===== src/rtl/inst_loader.sv =====
// Instruction-memory loader: streams words into the CPU's RAM while holding it in
// reset, re-reads the image to compare rotate-XOR checksums, then releases the CPU.
module inst_loader #(
    parameter int ADDR_W   = 6,
    parameter int HOLD_CYC = 4
) (
    input  logic              clka,
    input  logic              rsta,
    input  logic              start,
    input  logic [ADDR_W:0]   len,
    input  logic              in_valid,
    input  logic [31:0]       in_data,
    output logic              in_ready,
    output logic              mem_we,
    output logic [ADDR_W-1:0] mem_addr,
    output logic [31:0]       mem_din,
    input  logic [31:0]       mem_dout,
    output logic              cpu_rst,
    output logic              busy,
    output logic              done,
    output logic              err,
    output logic [31:0]       csum
);

    localparam logic [ADDR_W:0] DEPTH = {1'b1, {ADDR_W{1'b0}}};
    localparam int HW = (HOLD_CYC < 2) ? 1 : $clog2(HOLD_CYC);
    localparam logic [HW-1:0] HOLD_LAST = HW'(HOLD_CYC - 1);

    typedef enum logic [2:0] {
        S_IDLE, S_LOAD, S_VERIFY, S_HOLD, S_RUN, S_FAIL
    } state_t;

    function automatic logic [31:0] fold(input logic [31:0] s, input logic [31:0] w);
        return {s[30:0], s[31]} ^ w;
    endfunction

    state_t            state_q, state_d;
    logic [ADDR_W:0]   n_q, n_d;
    logic [ADDR_W:0]   idx_q, idx_d;
    logic [31:0]       csum_q, csum_d;
    logic [31:0]       vsum_q, vsum_d;
    logic              err_q, err_d;
    logic              in_ready_q, in_ready_d;
    logic              mem_we_q, mem_we_d;
    logic [ADDR_W-1:0] mem_addr_q, mem_addr_d;
    logic [31:0]       mem_din_q, mem_din_d;
    logic [HW-1:0]     hold_q, hold_d;
    // vld_pipe_q[0]: read address issued last edge; [1]: RAM data valid this cycle
    logic [1:0]        vld_pipe_q, vld_pipe_d;

    logic idle_like, can_start, len_ok, xfer, last_xfer, issue, vdone, match, hold_end;
    logic [31:0] vsum_fold;

    always_comb begin
        idle_like = (state_q == S_IDLE) || (state_q == S_RUN) || (state_q == S_FAIL);
        can_start = idle_like && start;
        len_ok    = (len != '0) && (len <= DEPTH);
        xfer      = (state_q == S_LOAD) && in_valid && in_ready_q;
        last_xfer = xfer && (idx_q == n_q - 1'b1);
        issue     = (state_q == S_VERIFY) && (idx_q != n_q);
        vsum_fold = fold(vsum_q, mem_dout);
        vdone     = (state_q == S_VERIFY) && vld_pipe_q[1] && !vld_pipe_q[0];
        match     = (vsum_fold == csum_q);
        hold_end  = (state_q == S_HOLD) && (hold_q == HOLD_LAST);
    end

    always_ff @(posedge clka) begin
        if (rsta) begin
            state_q    <= S_IDLE;
            n_q        <= '0;
            idx_q      <= '0;
            csum_q     <= '0;
            vsum_q     <= '0;
            err_q      <= 1'b0;
            in_ready_q <= 1'b0;
            mem_we_q   <= 1'b0;
            mem_addr_q <= '0;
            mem_din_q  <= '0;
            hold_q     <= '0;
            vld_pipe_q <= '0;
        end else begin
            state_q    <= state_d;
            n_q        <= n_d;
            idx_q      <= idx_d;
            csum_q     <= csum_d;
            vsum_q     <= vsum_d;
            err_q      <= err_d;
            in_ready_q <= in_ready_d;
            mem_we_q   <= mem_we_d;
            mem_addr_q <= mem_addr_d;
            mem_din_q  <= mem_din_d;
            hold_q     <= hold_d;
            vld_pipe_q <= vld_pipe_d;
        end
    end

    always_comb begin
        state_d = state_q;
        case (state_q)
            S_IDLE, S_RUN, S_FAIL: if (can_start && len_ok) state_d = S_LOAD;
            S_LOAD:                if (last_xfer) state_d = S_VERIFY;
            S_VERIFY:              if (vdone) state_d = match ? S_HOLD : S_FAIL;
            S_HOLD:                if (hold_end) state_d = S_RUN;
            default:               state_d = S_IDLE;
        endcase
    end

    always_comb begin
        n_d        = n_q;
        idx_d      = idx_q;
        csum_d     = csum_q;
        vsum_d     = vsum_q;
        err_d      = err_q;
        in_ready_d = in_ready_q;
        mem_we_d   = 1'b0;
        mem_addr_d = mem_addr_q;
        mem_din_d  = mem_din_q;
        hold_d     = (state_q == S_HOLD) ? hold_q + 1'b1 : '0;
        vld_pipe_d = {vld_pipe_q[0], issue};

        if (can_start) begin
            if (len_ok) begin
                n_d        = len;
                err_d      = 1'b0;
                csum_d     = '0;
                vsum_d     = '0;
                idx_d      = '0;
                in_ready_d = 1'b1;
            end else begin
                err_d = 1'b1;
            end
        end

        if (xfer) begin
            mem_we_d   = 1'b1;
            mem_addr_d = idx_q[ADDR_W-1:0];
            mem_din_d  = in_data;
            csum_d     = fold(csum_q, in_data);
            idx_d      = last_xfer ? '0 : idx_q + 1'b1;
            if (last_xfer) in_ready_d = 1'b0;
        end

        if (issue) begin
            mem_addr_d = idx_q[ADDR_W-1:0];
            idx_d      = idx_q + 1'b1;
        end

        if ((state_q == S_VERIFY) && vld_pipe_q[1]) vsum_d = vsum_fold;
        if (vdone && !match) err_d = 1'b1;
    end

    always_comb begin
        cpu_rst = 1'b1;
        busy    = 1'b0;
        done    = 1'b0;
        case (state_q)
            S_LOAD, S_VERIFY, S_HOLD: busy = 1'b1;
            S_RUN: begin
                cpu_rst = 1'b0;
                done    = 1'b1;
            end
            default: ;
        endcase
    end

    assign in_ready = in_ready_q;
    assign mem_we   = mem_we_q;
    assign mem_addr = mem_addr_q;
    assign mem_din  = mem_din_q;
    assign err      = err_q;
    assign csum     = csum_q;

endmodule

===== config.mk =====
export PLATFORM = sky130hd
export DESIGN_NAME = inst_loader
export DESIGN_NICKNAME = d
export VERILOG_FILES = /design/src/rtl/inst_loader.sv
export SDC_FILE = /design/constraint.sdc
export NUM_CORES = 1
export LEC_CHECK = 0
export ABC_AREA = 1
export CAP_MARGIN = 0
export CORE_ASPECT_RATIO = 0.75
export CORE_MARGIN = 2
export CORE_UTILIZATION = 35
export CTS_BUF_LIST = sky130_fd_sc_hd__clkbuf_4 sky130_fd_sc_hd__clkbuf_8
export DETAILED_ROUTE_END_ITERATION = 10
export PLACE_DENSITY_LB_ADDON = 0.2
export SKIP_LAST_GASP = 1
export SYNTH_ARGS = -nofsm -noshare
export SYNTH_HDL_FRONTEND = slang
export SYNTH_SLANG_ARGS = --single-unit
export TNS_END_PERCENT = 10

===== constraint.sdc =====
create_clock -name clka -period 2.1 [get_ports clka]
set_clock_uncertainty 0.15 [all_clocks]
set_input_delay 0.42 -clock clka [delete_from_list [all_inputs] [get_ports clka]]
set_output_delay 0.42 -clock clka [all_outputs]
set_load 0.02 [all_outputs]

==> flow_summary_export.csv, run 1 <==
group,metric,value,unit
routing,drt-total-wl,18.87,mm
logic_synthesis,synthCells,985,
routing,vias_per_cell,4.533,
die,coreArea,18400,sq um
logic_synthesis,avgSynthCellArea,6.635,sq um
clocking,cts_max_level,4,
final_layout,fin_cells,1443,
placement,placed_cells,1411,
clocking,clkLatencyLatePin,0.45,ns
sta,setup_viol,8,
placement,place_ws,-0.2124,ns
routing,drt-initial-drc-count,382,
critical_path,crit_cells,1,
logic_synthesis,yosysWarnings,0,
sta,hold_viol_final,0,
die,row_count,43,
sta,whs,0.04348,ns
critical_path,cpPeakStageDelay,0.66,ns
critical_path,crit_chain,"clkdlybuf4s50_1",
status,outcome,"finished with violations",
logic_synthesis,syn_nets,1063,
clocking,path_clk_slew,0.07,ns
final_layout,n_antenna_cell,0,
clocking,cts-buffers-inserted,17,
routing,drt.antenna.violating_nets,0,
sta,finalSetupTns,-0.1385,ns
job,max_cap_violations,0,
final_layout,num-fill-cells,1887,
critical_path,rr_startpoint,"n_q[0]",
logic_synthesis,synth-seq-cells,126,
routing,wl_per_cell,13.08,microns
placement,post_dp_cell_area,8716,sq um
critical_path,cp_slowest_cell,"clkdlybuf4s50_1",
hold_path,hold_depth,2,
placement,numPortBuffers,150,
sta,maxSlewHeadroom,70.64,%
critical_path,rrSetupSlack,0.17,ns
status,violations,"setup timing",
hold_path,min_path_type,"input pin to flip-flop",
routing,drc,0,
critical_path,cp_top_family,"buffers and inverters",
critical_path,required,1.53,ns
global_route,grt-ovfl-total,0,
sta,setup_ws,-0.03907,ns
clocking,clockBufferDepth,2,
hold_path,hold_start,"rsta",
critical_path,worstPathArrival,1.57,ns
critical_path,cp-end-kind,"output pin",
sta,fin_crit_sh,101.9,%
logic_synthesis,yosysUniqueCellTypes,32,
global_route,grt_pass1_wl,30.31,mm
pwr,ir_worst_vdd,0.3709,mV
die,die_h,122.3,microns
routing,via_count,6541,
logic_synthesis,netlist_area,6535,sq um
global_route,grt_max_degree,48,
pwr,leakagePower,3.884,nW
clocking,hold_buffers,0,
sta,fmax,467.5,MHz
hold_path,hold_end,"mem_we",
sta,tightest_slew,0.4405,ns
sta,rsz0062_at_grt,"true",
final_layout,layout.nets,1261,
pwr,cellPowerDensity,751.2,nW/um^2
sta,maxSlewViolCount,0,
die,start_util,35.52,%
global_route,grt_pass1_vias,6034,
critical_path,r2r_end,"state_q[2]",
die,dieArea,19790,sq um
sta,period_minus_slack,2.139,ns
critical_path,crit_type,"flip-flop to output pin",
critical_path,r2r_cells,12,
die,ioPinCount,151,
final_layout,drive_gt1_share,10.87,%
critical_path,cp_max_fo,5,
placement,hpwlAfterDp,13.95,mm
final_layout,area.growth.synth_to_final,40.84,%
global_route,antenna_found_initial,1,
clocking,cts.sinks,126,
final_layout,design_area,9204,sq um
critical_path,critPathLaunchType,"flip-flop",
die,die_w,161.8,microns
global_route,track_usage,19.48,%
clocking,root_buffer,"clkbuf_8",
placement,gp_routability_congestion,0.8689,
routing,dr.pass1.iters,5,
logic_synthesis,ys_seq_area_share,38.60,%
critical_path,cp_num_buf_inv,1,
clocking,cts_tree,"done",
per-layer routing:
layer  vias to the layer above  wire [microns]  global-route usage, %
met3                        18             986                  4.698
met5                         -              13                      0
met1                      2915            9635                  27.04
li1                       3468               -                      -
met4                         2             231                  6.195
met2                       138            8000                  29.92
power by group:
| group | leakage, nW | switching, mW | total [mW] | internal, mW |
|---|---|---|---|---|
| sequential | 1.02 | 0.112 | 2.64 | 2.53 |
| combinational | 2.62 | 1.00 | 1.79 | 0.784 |
| clock | 0.242 | 0.967 | 2.49 | 1.52 |
cell type report:
| cell class | instances | area (sq um) | share of cell area (%) |
|---|---|---|---|
| timing repair buffer | 216 | 2079 | 22.59 |
| multi-input combinational | 689 | 3323 | 36.11 |
| tap | 247 | 309.0 | 3.358 |
| sequential | 126 | 2527 | 27.46 |
| clock buffer | 27 | 340.3 | 3.698 |
| clock inverter | 5 | 125.1 | 1.359 |
| inverter | 133 | 499.2 | 5.424 |
per-stage QoR:
| step | total power, mW | util (%) |
|---|---|---|
| 2_1_floorplan | 3.696 | - |
| 3_3_place_gp | 4.473 | 47.37 |
| 5_1_grt | 7.280 | 50.02 |
| 6_report | 6.914 | 50.02 |
| 3_5_place_dp | 4.475 | 47.37 |
| 4_1_cts | 6.984 | 49.91 |
cell families after synthesis:
group,count (synthesis),synth area share [%]
AOI/OAI and AO/OA,128,10.70
xor gates and xnor gates,48,6.433
adders and majority gates,3,0.5744
buffers and inverters,170,10.82
DFF,126,38.60
and+or+nand+nor,510,32.87
how the worst max path moves through the flow:
stage                       endpoint  slack, ns          from
final                        csum[8]      -0.04       csum[8]
after global routing        csum[29]       -0.1      csum[29]
after CTS                    cpu_rst      -0.10    state_q[1]
after detailed placement  state_q[2]      -0.21  mem_dout[13]
after global placement    state_q[2]      -0.19  mem_dout[13]
after floorplan           state_q[2]       0.35        n_q[0]
synthesized netlist by cell type, drive strengths merged:
cell type,instances,area (sq um)
dfxtp,126,2522
nand2,316,1191
a211oi,1,7.510
and3,1,11.26
xor2,25,219.0
nor4,1,21.27
o21ai,56,280.3
nand4,3,18.77
nand3,64,345.3
nor3,2,15.01
o211ai,1,7.510
clkbuf,12,45.04
o32ai,11,96.34
a31oi,1,6.260
inv,133,499.2
a21oi,58,301.5
nand3b,15,112.6
dlygate4sd1,1,8.760
buf,24,153.9
xnor2,23,201.4
nor2,108,432.9
ha,3,37.54
flip-flops by register name, summed over array words and instances (netlist names), 3 cells and up:
signal and flops:
csum 32, idx_q 7, mem_addr 6, mem_din 32, n_q 7, state_q 3, vsum_q 32
cell usage in the layout (no fill, tap or decap), types with 3 or more instances in the layout:
cell type        count
nand3_1             60
nor2_4               3
inv_1              126
dfxtp_1            122
bufinv_16            4
a21oi_1             55
inv_2                7
nand2_1            313
o32ai_1             11
clkdlybuf4s50_1    146
a21oi_2              3
nand3b_1            15
nand2_2              3
xor2_1              25
xnor2_1             23
nand4_1              3
buf_12               7
clkbuf_4             5
nor2_2               4
clkbuf_8            22
buf_4               59
dfxtp_2              4
o21ai_0             56
nor2_1             101
ha_1                 3
timing repair:
item                       4_1_cts  5_1_grt
gates resized for setup          5        7
buffers inserted                 0        0
setup endpoints to repair       25       44
pin swaps                        0        0
(Power assumes the default switching activity.)
==> inputs of run 2 (changes only) <==
- CORE_UTILIZATION: 35 -> 40
==> run 2 against run 1 <==
Against the previous run: the flow still finishes with violations (setup timing); register-to-register slack worse by 0.08 ns; via count up 0.70%; combinational power is 4% higher; critical path depth is the same; setup slack gained 0.013 ns; core utilization increased by 7.2 points; sequential share of layout area up 0.095 points; clock power fell by 8.8%; first-iteration DRC count is 6.0% lower; critical path type unchanged; critical endpoint is now csum[2].
==> flow_summary_export.csv, run 2 (synthesis gave the netlist of run 1 again) <==
group,metric,value,unit
status,outcome,"finished with violations",
status,violations,"setup timing",
critical_path,critPathLaunchType,"flip-flop",
global_route,grt_pass1_wl,29.45,mm
critical_path,required,1.53,ns
routing,wl_per_cell,13.03,microns
critical_path,startpoint,"csum[2]",
routing,wl_met3,971,microns
critical_path,rr_startpoint,"n_q[1]",
global_route,antenna_found_initial,1,
routing,top_layer_used,"met5",
routing,drt.antenna.violating_nets,0,
sta,tightest_slew,0.4094,ns
clocking,cts_max_level,4,
die,dieArea,17390,sq um
global_route,grt_max_degree,66,
clocking,clkLatencyLatePin,0.44,ns
clocking,cts-buffers-inserted,17,
die,coreArea,16020,sq um
critical_path,cp_max_fo,5,
pwr,leakagePower,3.881,nW
sta,hold_viol_final,0,
placement,numPortBuffers,150,
sta,maxSlewViolCount,0,
sta,whs,0.2776,ns
routing,route.met2.wl,7.728,mm
critical_path,r2r_cells,12,
clocking,clockBufferDepth,2,
global_route,grt_pass1_vias,5968,
critical_path,crit_chain,"clkdlybuf4s50_1",
die,die_w,151.6,microns
global_route,track_usage,21.57,%
sta,maxSlewHeadroom,72.50,%
routing,vias_per_cell,4.668,
routing,dr.pass1.iters,4,
die,die_h,114.7,microns
critical_path,cpPeakStageDelay,0.66,ns
placement,gp_routability_congestion,0.8649,
final_layout,area.growth.synth_to_final,40.28,%
final_layout,mostFrequentLayoutCells,"311 x nand2_1, 146 x clkdlybuf4s50_1, 124 x inv_1",
pwr,ir_worst_vdd,0.3896,mV
sta,fin_crit_sh,101.3,%
critical_path,cp-end-kind,"output pin",
routing,drc,0,
global_route,grt-ovfl-total,0,
critical_path,worstPathArrival,1.56,ns
final_layout,n_antenna_cell,0,
final_layout,layout.nets,1266,
sta,fmax,470.2,MHz
sta,finalSetupTns,-0.07421,ns
placement,hpwlAfterDp,13.29,mm
clocking,root_buffer,"clkbuf_8",
routing,drt-initial-drc-count,359,
clocking,cts.sinks,126,
routing,wl_met1,9.503,mm
critical_path,cp_top_family,"buffers and inverters",
die,ioPinCount,151,
hold_path,min_path_type,"flip-flop to flip-flop",
final_layout,drive_gt1_share,11.49,%
placement,place_ws,-0.2103,ns
sta,setup_ws,-0.02654,ns
job,max_cap_violations,0,
routing,via_count,6587,
clocking,cts_tree,"done",
final_layout,utilization,57.24,%
hold_path,hold_end,"hold_q[0]",
clocking,path_clk_slew,0.07,ns
critical_path,crit_type,"flip-flop to output pin",
sta,period_minus_slack,2.127,ns
critical_path,rrSetupSlack,0.09,ns
hold_path,hold_start,"hold_q[0]",
routing,drt-total-wl,18.38,mm
die,row_count,40,
sta,setup_viol,5,
critical_path,r2r_end,"state_q[0]",
die,start_util,40.80,%
pwr,cellPowerDensity,737.8,nW/um^2
critical_path,cp_slowest_cell,"clkdlybuf4s50_1",
final_layout,final_common_cell,"nand2_1",
sta,rsz0062_at_grt,"true",
critical_path,cp_num_buf_inv,1,
hold_path,hold_depth,1,
[run 2: cell types whose count changed in the layout (fill, tap and decap cells not counted), sizes merged]
cell | previous run | this run
inv | 133 | 132
clkbuf | 27 | 22
bufinv | 4 | 3
buf | 67 | 72
clkinv | 1 | 5
clkinvlp | 0 | 3
[run 2: metrics by stage]
stage                     power [mW]  cell area, sq um  instances
after global placement         4.447              8680       1377
after detailed placement       4.460              8680       1377
final                          6.764              9168       1411
after CTS                      6.763              9107       1409
after floorplan                3.696              6535        985
after global routing           7.112              9168       1411
[run 2: worst max-delay path by stage]
stage	to	cells past startpoint	slack (ns)
2_1_floorplan	state_q[2]	12	0.35
3_3_place_gp	state_q[2]	16	-0.17
3_5_place_dp	state_q[2]	16	-0.21
4_1_cts	busy	3	-0.08
5_1_grt	csum[6]	1	-0.11
6_report	csum[2]	1	-0.03
[run 2: metal layers]
layer | track usage, % | vias to the layer above
met3 | 5.777 | 12
met5 | 0 | -
li1 | - | 3476
met4 | 5.309 | 2
met1 | 30.68 | 2961
met2 | 32.49 | 136
[run 2: report_power, final]
| group | total [mW] | internal [mW] | switching (mW) |
|---|---|---|---|
| registers | 2.63 | 2.52 | 0.106 |
| clock network | 2.27 | 1.29 | 0.984 |
| logic | 1.86 | 0.812 | 1.05 |
[run 2: repair_timing]
| item | CTS | global route |
|---|---|---|
| endpoints found under the setup margin | 24 | 45 |
| pin swaps | 0 | 8 |
| hold buffers | 0 | 0 |
| buffers inserted | 0 | 2 |
| gates resized for setup | 4 | 13 |
[run 2: area by class of cell]
| cell class | instances | area, sq um |
|---|---|---|
| inverters | 133 | 499.2 |
| well taps | 210 | 262.8 |
| flip-flops and latches | 126 | 2526 |
| fillers | 1563 | 6848 |
| clock inverters | 10 | 136.4 |
| multi-input cells | 689 | 3348 |
| clock buffers | 22 | 290.3 |
| repair buffers | 221 | 2105 |
